--- src/rtl/ttt_board_ctrl.sv ---
// Tic-tac-toe move entry and board state: accepts moves, keeps occupancy/owner vectors,
// alternates turns, and latches the checker's result with an optional per-turn timeout.
module ttt_board_ctrl #(
  parameter int unsigned FIRST_PLAYER   = 1,
  parameter int unsigned TIMEOUT_CYCLES = 0
) (
  input  logic       clk,
  input  logic       reset,
  input  logic       new_game,
  input  logic       move_valid,
  input  logic [3:0] move_pos,
  output logic       move_ready,
  output logic       move_ok,
  output logic       move_err,
  output logic       timeout,
  output logic       turn,
  output logic [8:0] valid,
  output logic [8:0] symbol,
  input  logic [1:0] game_state,
  output logic [1:0] prev_game_state,
  output logic       win_reset,
  output logic [3:0] move_count
);

  typedef enum logic [1:0] {S_CLEAR, S_PLAY, S_EVAL, S_OVER} state_t;

  localparam logic        FP     = (FIRST_PLAYER != 0);
  localparam logic        TO_EN  = (TIMEOUT_CYCLES != 0);
  localparam logic [15:0] TO_MAX = 16'(TIMEOUT_CYCLES - 1);

  state_t      state_q, state_d;
  logic [8:0]  valid_q, valid_d;
  logic [8:0]  symbol_q, symbol_d;
  logic [3:0]  count_q, count_d;
  logic [1:0]  prev_q, prev_d;
  logic        turn_q, turn_d;
  logic        ok_q, ok_d;
  logic        err_q, err_d;
  logic        to_q, to_d;
  logic [15:0] timer_q, timer_d;

  logic [15:0] occ;
  logic [8:0]  sel;
  logic        accept;

  // Positions 9..15 read as occupied so a single lookup rejects them too.
  assign occ    = {7'h7f, valid_q};
  assign sel    = 9'd1 << move_pos;
  assign accept = (state_q == S_PLAY) && move_valid && !occ[move_pos];

  always_comb begin
    state_d  = state_q;
    valid_d  = valid_q;
    symbol_d = symbol_q;
    count_d  = count_q;
    prev_d   = prev_q;
    turn_d   = turn_q;
    timer_d  = timer_q;
    ok_d     = 1'b0;
    err_d    = 1'b0;
    to_d     = 1'b0;
    case (state_q)
      S_CLEAR: state_d = S_PLAY;
      S_PLAY: begin
        if (accept) begin
          valid_d  = valid_q | sel;
          symbol_d = turn_q ? (symbol_q | sel) : (symbol_q & ~sel);
          count_d  = count_q + 4'd1;
          ok_d     = 1'b1;
          state_d  = S_EVAL;
        end else if (TO_EN && timer_q == TO_MAX) begin
          // A forfeit takes precedence over reporting a bad move in the same cycle.
          to_d    = 1'b1;
          turn_d  = ~turn_q;
          timer_d = '0;
        end else begin
          err_d = move_valid;
          if (TO_EN) timer_d = timer_q + 16'd1;
        end
      end
      S_EVAL: begin
        if (game_state != 2'b00) begin
          prev_d  = game_state;
          state_d = S_OVER;
        end else begin
          turn_d  = ~turn_q;
          timer_d = '0;
          state_d = S_PLAY;
        end
      end
      S_OVER: err_d = move_valid;
      default: state_d = S_CLEAR;
    endcase
  end

  always_ff @(posedge clk) begin
    if (reset || new_game) begin
      state_q  <= S_CLEAR;
      valid_q  <= '0;
      symbol_q <= '0;
      count_q  <= '0;
      prev_q   <= '0;
      turn_q   <= FP;
      ok_q     <= 1'b0;
      err_q    <= 1'b0;
      to_q     <= 1'b0;
      timer_q  <= '0;
    end else begin
      state_q  <= state_d;
      valid_q  <= valid_d;
      symbol_q <= symbol_d;
      count_q  <= count_d;
      prev_q   <= prev_d;
      turn_q   <= turn_d;
      ok_q     <= ok_d;
      err_q    <= err_d;
      to_q     <= to_d;
      timer_q  <= timer_d;
    end
  end

  assign move_ready      = (state_q == S_PLAY);
  assign win_reset       = (state_q == S_CLEAR);
  assign move_ok         = ok_q;
  assign move_err        = err_q;
  assign timeout         = to_q;
  assign turn            = turn_q;
  assign valid           = valid_q;
  assign symbol          = symbol_q;
  assign prev_game_state = prev_q;
  assign move_count      = count_q;

endmodule

--- config.mk ---
export PLATFORM = sky130hd
export DESIGN_NAME = ttt_board_ctrl
export DESIGN_NICKNAME = d
export VERILOG_FILES = /design/src/rtl/ttt_board_ctrl.sv
export SDC_FILE = /design/constraint.sdc
export NUM_CORES = 1
export LEC_CHECK = 0
export ABC_CLOCK_PERIOD_IN_PS = 6220
export CORE_MARGIN = 10
export CORE_UTILIZATION = 50
export CTS_BUF_LIST = sky130_fd_sc_hd__clkbuf_8 sky130_fd_sc_hd__clkbuf_16
export DETAILED_ROUTE_END_ITERATION = 16
export MAX_ROUTING_LAYER = met4
export PLACE_DENSITY = 0.95
export SLEW_MARGIN = 25
export SYNTH_ARGS = -nofsm -noshare
export SYNTH_HDL_FRONTEND = slang
export SYNTH_SLANG_ARGS = --single-unit
--- constraint.sdc ---
create_clock -name clk -period 6.22 [get_ports clk]
set_input_delay 1.866 -clock clk [delete_from_list [all_inputs] [get_ports clk]]
set_output_delay 1.866 -clock clk [all_outputs]
set_load 0.01 [all_outputs]
Word-level counts from Yosys, hierarchy flattened:

Index checks and enable logic that the tools add are counted.

* add/sub/neg operators: 1
* magnitude comparators: 1
* equal/unequal tests: 4
* shift-type cells: 1
* muxes and demuxes: 9
* bitwise operators: 7
* reductions and logical operators: 12

Operators with widths (count)
* bitwise OR 9 bit: 2
* bitwise AND 9 bit: 1
* 2-to-1 mux 9 bit: 1
* NOT 9 bit: 1
* left shift 1 x 4 -> 9 bit (first input constant): 1
* AND reduction 2 bit: 4
* case mux 2 bit (3 select lines): 1
* less-than comparator 4 x 5 -> 1 bit (second input constant): 1
* adder 4 x 1 -> 4 bit (second input constant): 1
* binary-select mux 1 bit (select 4 bit): 1
* equality test 2 bit (second input constant): 2
* 2-to-1 mux 2 bit: 2
* 2-to-1 mux 1 bit: 3
* NOT 1 bit: 3
* nonzero test 3 bit: 1
* equality test 2 x 1 -> 1 bit (second input constant): 1
* logical AND 1 bit: 2
* logical NOT 2 bit: 1
* != test 2 x 1 -> 1 bit (second input constant): 1
* case mux 1 bit (2 select lines): 1
* nonzero test 2 bit: 1
* OR reduction 2 bit: 1
* logical NOT 1 bit: 1
* logical OR 1 bit: 1

* bits in registers: 29
* output and inout bits: 30
* logic and storage cells: 43

Logic depth before layout (Yosys ltp):

Gate-level depths: netlist (run 1).

* word-level depth: 6
* gate-level depth with buffers: 7

Worst setup path after synthesis (run 1):

No wires, ideal clock.

* path kind: input port to flip-flop
* start point: in move_pos[1]
* end point: reg with a tool-made name
* setup time: 72 ps
* arrival time: 3245 ps
* setup slack: 2903 ps
* stages: 7
* cell sequence: buf_4 > mux2_2 > o22ai_4 > o311ai_4 > buf_6 > nor4_2 > mux2i_1

RTL lines
* start: declaration: line 11 `input logic [3:0] move_pos,`

==> run metrics, run 1 <==
Worst Setup Slack, final=approximately 2.3 ns; CTS Buffer Depth=2; Seq/Total Area, Yosys=0.4234; Post-Synthesis Cells=144; Area growth syn-to-layout=34.22%; Req. time, crit path=6.43 ns; Worst setup EP type=flop; drt pass-1 iters=4; IO Pins=40; Crit Path Max Fanout=13; Initial Util=0.5388; syn_nets=159; outcome=complete, no violations; Synth Warn #=0; FF-to-FF setup slack=4.37 ns; Reg2Reg Depth=7; Post-CTS Resized=0; Post-CTS Setup Bufs=0; Synth top area share=0.4234; GRT overflow=0; register share of total power=0.500; Post-Route WL=3.554 mm; P_sw=slightly below 0.00009 W; Seq. cell area=580.6 um2; worst slew pin tran=between 0.6 and 0.7 ns; Hold WC Path Type=flop to flop; clk sink count=29; Main synth FF type=dfxtp_1; largest net degree at the start of global routing=18; Post-DP Area=1754 um2; CP Data Arrival Time=4.12 ns; n_diodes=0; PwrDens=203.9 nW/um2; final antenna-violating net count=0; fin crit share=0.6280; Setup Total Neg Slack=0 ns; TritonCTS buffer count=5; cell taking the most area after synthesis=dfxtp_1; Die Y=72.37 um; Crit. Startpoint=move_pos[1]; Switching Fraction=0.2330; count of final setup violators=0; CTS tree=built; Post-synth ARST share=0; Synth cell types=41; number of port buffers=38; Syn Area/Cell=9.523 um2; area of the multi-input gates=737.0 um2; Avg WL per Cell=16.69 um; die area=5237 um2; share of post-route cells with drive strength above 1=0.1038; top post-synthesis cells by area=dfxtp_1, mux2i_1, nor2_1, ha_1, nand2_1; internal power=between 0.0002 and 0.0003 W; Max Fclk=0.2560 GHz; CTS Hold Buffers Added=0; crit path kind=primary input to flop; most frequent cells after synthesis=dfxtp_1, nor2_1, nand2_1; final hold viol count=0; worst slack at placement=2.022 ns; Via Count=roughly 1200; die width=72.37 um; most common cell in the netlist=dfxtp_1; worst-skew pair later-pin latency=0.28 ns; Comb power frac=0.092; Final Critical Period=approximately 3.9 ns; startpoint types=primary input; GRT Total Usage=0.1474; Leak Pwr=roughly 0.63 nW; Cell Area, Synth=1371 um2; CTS H-tree depth=2; RR Startpoint=state_q[1]; RSZ-0062 raised after global routing=false; relative slew slack=0.5708; EDFF count, synth=0; global-route wire length before repair=between 5 and 6 mm; vias per inst=5.549; worst clock skew=0.005595 ns; number of global-route vias before repair=1201; core area=2545 um2; Clock Tree Root=clkbuf_8; Post-Route Utilization=0.7232; final net count=198; #FFs+latches synth=29; Final Wtd Congestion=0.8208; # DRC=0; Worst-path clk slew=0.06 ns; Clock power frac=0.408; worst hold stages=2; Initial DRC Count=87; num rows=18; post-DP HPWL=about 2.7 mm; post-route cell area=1841 um2; Final Max Tran Viols=0; max cap viols=0; Fillers=194; Peak VDD IR=0.2077 mV; initial antenna violation count=0
[stage by stage]
step / hold WS (ns) / std cells / total power [W]
4_1_cts: 0.4637 / 213 / 0.0003769
2_1_floorplan: 0.4714 / 144 / 0.0002128
3_5_place_dp: 0.4559 / 206 / 0.0002258
6_report: 0.4587 / 213 / 0.0003753
5_1_grt: 0.4810 / 213 / 0.0003874
3_3_place_gp: 0.4422 / 206 / 0.0002246
[how the worst min path moves through the flow]
stage	startpoint	end	slack (ns)
after global placement	prev_game_state[1]	prev_game_state[1]	0.44
after global routing	prev_game_state[0]	prev_game_state[0]	0.48
after floorplan	state_q[1]	state_q[1]	0.47
after detailed placement	flop	flop	0.46
after CTS	flop	flop	0.46
final	flop	flop	0.46
[placed cells by master (no fill, tap or decap), drive strengths merged, types with 2 or more instances in the layout]
master	instances
clkbuf	6
a21oi	6
dfxtp	29
ha	5
mux2i	12
nand2	14
o21a	5
nor3	4
nor4	6
or3	2
nand2b	2
nor2b	2
nand3	2
nor2	21
mux2	2
o21ai	4
inv	4
clkdlybuf4s50	38
[layer usage]
layer,share of wire,track usage,up-vias
met5,0,-,-
met4,0.027,0.07173,0
met3,0.085,0.06939,11
met2,0.49,0.2362,40
met1,0.40,0.1488,552
li1,-,-,579
[cells by family (layout without fill, tap and decap cells)]
family	Yosys count	in the layout	synth area share
buffers and inverters	10	49	0.03923
DFF	29	29	0.4234
muxes	14	14	0.1040
AOI/OAI and AO/OA	24	24	0.1405
and+or+nand+nor	60	60	0.2382
other	1	1	0.002735
xor gates and xnor gates	1	1	0.006388
adders and majority gates	5	5	0.04562
[final cells by class]
type                            instances  share of cell area
Clock buffer                            6             0.04487
Multi-Input combinational cell        105              0.4004
Timing Repair Buffer                   39              0.2107
Sequential cell                        29              0.3154
Tap cell                               30             0.02039
Inverter                                3            0.006118
Clock inverter                          1            0.002039
[power by group through the flow]
stage | clock, W | combinational [W] | sequential (W)
floorplan | 0 | 0.0000211 | 0.000192
global placement | 0 | 0.0000329 | 0.000192
detailed placement | 0 | 0.0000342 | 0.000192
CTS | 0.000155 | 0.0000344 | 0.000188
global route | 0.000162 | 0.0000374 | 0.000188
finish | 0.000153 | 0.0000345 | 0.000188
[worst max-delay path, cell delays in order]
cell and delay [ns]:
clkdlybuf4s50_1 0.77, mux2_2 0.43, o22ai_4 0.23, o311ai_4 0.23, nor4_2 0.37, mux2i_1 0.22
(Power assumes the default switching activity.)
==> run 2: changes to the inputs <==
--- a/config.mk
+++ b/config.mk
@@ -5,13 +5,13 @@
 export SDC_FILE = /design/constraint.sdc
 export NUM_CORES = 1
 export LEC_CHECK = 0
-export ABC_CLOCK_PERIOD_IN_PS = 6220
+export ABC_CLOCK_PERIOD_IN_PS = 3800
 export CORE_MARGIN = 10
-export CORE_UTILIZATION = 50
+export CORE_UTILIZATION = 46
 export CTS_BUF_LIST = sky130_fd_sc_hd__clkbuf_8 sky130_fd_sc_hd__clkbuf_16
 export DETAILED_ROUTE_END_ITERATION = 16
 export MAX_ROUTING_LAYER = met4
-export PLACE_DENSITY = 0.95
+export PLACE_DENSITY = 0.9
 export SLEW_MARGIN = 25
 export SYNTH_ARGS = -nofsm -noshare
 export SYNTH_HDL_FRONTEND = slang
==> constraint.sdc (replaced) <==
create_clock -name clk -period 3.8 [get_ports clk]
set_input_delay 1.14 -clock clk [delete_from_list [all_inputs] [get_ports clk]]
set_output_delay 1.14 -clock clk [all_outputs]
set_load 0.01 [all_outputs]
==> run 2 against run 1 <==
Clock power up 110%. Worst hold slack better by 0.0055 ns. Global-route usage down 1.1 points. Total power up 83%. Combinational power up 62%. First-iteration DRC count down 34%. Design area up 1.7%. Critical path type unchanged. Largest power group is now clock.
==> run metrics, run 2 (synthesis results as in run 1) <==
Hold WC Path Type=flop to flop; Post-CTS Setup Bufs=0; post-DP HPWL=2.595 mm; Die Y=74.60 um; Setup Total Neg Slack=0 ns; RSZ-0062 raised after global routing=false; CTS Hold Buffers Added=0; Final Max Tran Viols=0; fin crit share=0.8325; final net count=198; GRT Total Usage=0.1360; CTS H-tree depth=2; Post-CTS Resized=0; CTS tree=built; number of port buffers=38; most common cell after layout, fill and taps aside=clkdlybuf4s50_1; TritonCTS buffer count=5; cell type of the slowest stage on the worst timing path=clkdlybuf4s50_1; relative slew slack=0.5771; Leak Pwr=0.6478 nW; outcome=complete, no violations; critical path depth=6; worst slew pin tran=between 0.6 and 0.7 ns; share of post-route cells with drive strength above 1=0.1087; GRT overflow=0; Worst setup EP type=flop; Buf/Inv on CP=1; Via Count=1161; crit path kind=primary input to flop; final antenna-violating net count=0; Worst-path clk slew=0.06 ns; Peak VDD IR=0.2867 mV; Reg2Reg Depth=7; startpoint types=primary input; die width=74.60 um; clk sink count=29; Avg WL per Cell=15.40 um; global-route wire length before repair=between 5 and 6 mm; Req. time, crit path=around 4 ns; Max Fclk=0.3161 GHz; core area=2805 um2; worst clock skew=0.004694 ns; Initial Util=0.4888; drt pass-1 iters=4; PwrDens=366.8 nW/um2; initial antenna violation count=0; Min Hold Slack=roughly 0.46 ns; Crit path max-delay family=buffers and inverters; n_diodes=0; # DRC=0; Area growth syn-to-layout=36.50%; Final Critical Period=3.164 ns; largest net degree at the start of global routing=18; final hold viol count=0; vias per inst=5.400; Post-Route WL=3.312 mm; die area=~5600 um2; IO Pins=40; Final Wtd Congestion=0.8576; RR Startpoint=state_q[1]; number of global-route vias before repair=1251; Crit Path Max Fanout=13; Crit. Startpoint=move_pos[1]; CTS Buffer Depth=2; most frequent cells in the layout=clkdlybuf4s50_1, dfxtp_1, nor2_1, nand2_1, mux2i_1; Initial DRC Count=57; FF-to-FF setup slack=1.92 ns; Clock Tree Root=clkbuf_8; critical-path cell list=clkdlybuf4s50_1 > mux2_2 > o22ai_4 > o311ai_4 > nor4_2 > mux2i_1; CP Data Arrival Time=3.37 ns; num rows=19; worst-skew pair later-pin latency=0.28 ns; max cap viols=0; count of final setup violators=0; CP max stage delay=between 0.7 and 0.8 ns
## run 2: cell count changes in the layout (fill, tap and decap cells not counted), sizes merged
cell / previous run / this run
bufinv: 0 / 1
## run 2: through the flow
stage | instances | setup WS (ns) | cell area, um2 | total power, W | utilization
after floorplan | 144 | 1.209 | 1371 | 0.0003484 | -
after global placement | 207 | 0.4675 | 1755 | 0.0003676 | 0.6258
after detailed placement | 207 | 0.3461 | 1755 | 0.0003699 | 0.6258
after CTS | 215 | 0.6434 | 1872 | 0.0006958 | 0.6673
after global routing | 215 | 0.4544 | 1872 | 0.0007145 | 0.6673
final | 215 | 0.6365 | 1872 | 0.0006866 | 0.6673
## run 2: worst min-delay path by stage
| stage | from | end | slack (ns) | depth (start not counted) |
|---|---|---|---|---|
| 4_1_cts | prev_game_state[1] | prev_game_state[1] | 0.47 | 2 |
| 6_report | prev_game_state[1] | prev_game_state[1] | 0.46 | 2 |
| 3_3_place_gp | prev_game_state[1] | prev_game_state[1] | 0.44 | 2 |
| 5_1_grt | flop | flop | 0.49 | 2 |
| 3_5_place_dp | prev_game_state[1] | prev_game_state[1] | 0.46 | 2 |
| 2_1_floorplan | state_q[1] | state_q[1] | 0.47 | 2 |
## run 2: worst min-delay path: cells and delay by family, from the launching register on
family           cells  cell delay, ns
AO/OA/AOI/OAI        1            0.06
AND/OR/NAND/NOR      1            0.05
flip-flops           1            0.31
## run 2: where the power goes
part / total, W / internal [W] / switching [W]
Clock: 0.000324 / 0.000211 / 0.000113
Combinational: 0.0000560 / 0.0000249 / 0.0000311
Sequential: 0.000307 / 0.000306 / 0.00000143
## run 2: final cells by class
cell class | instances | area (um2)
clock inverter | 2 | 33.78
sequential | 29 | 580.6
clock buffer | 6 | 82.58
tap | 31 | 38.79
timing repair buffer | 39 | 387.9
inverter | 3 | 11.26
fill | 236 | 933.4
multi-input combinational | 105 | 737.0
## run 2: metal layers
metal	share of wire	GRT usage
met3	0.075	0.06383
met1	0.42	0.1411
met5	0	-
met2	0.48	0.2037
met4	0.027	0.08824
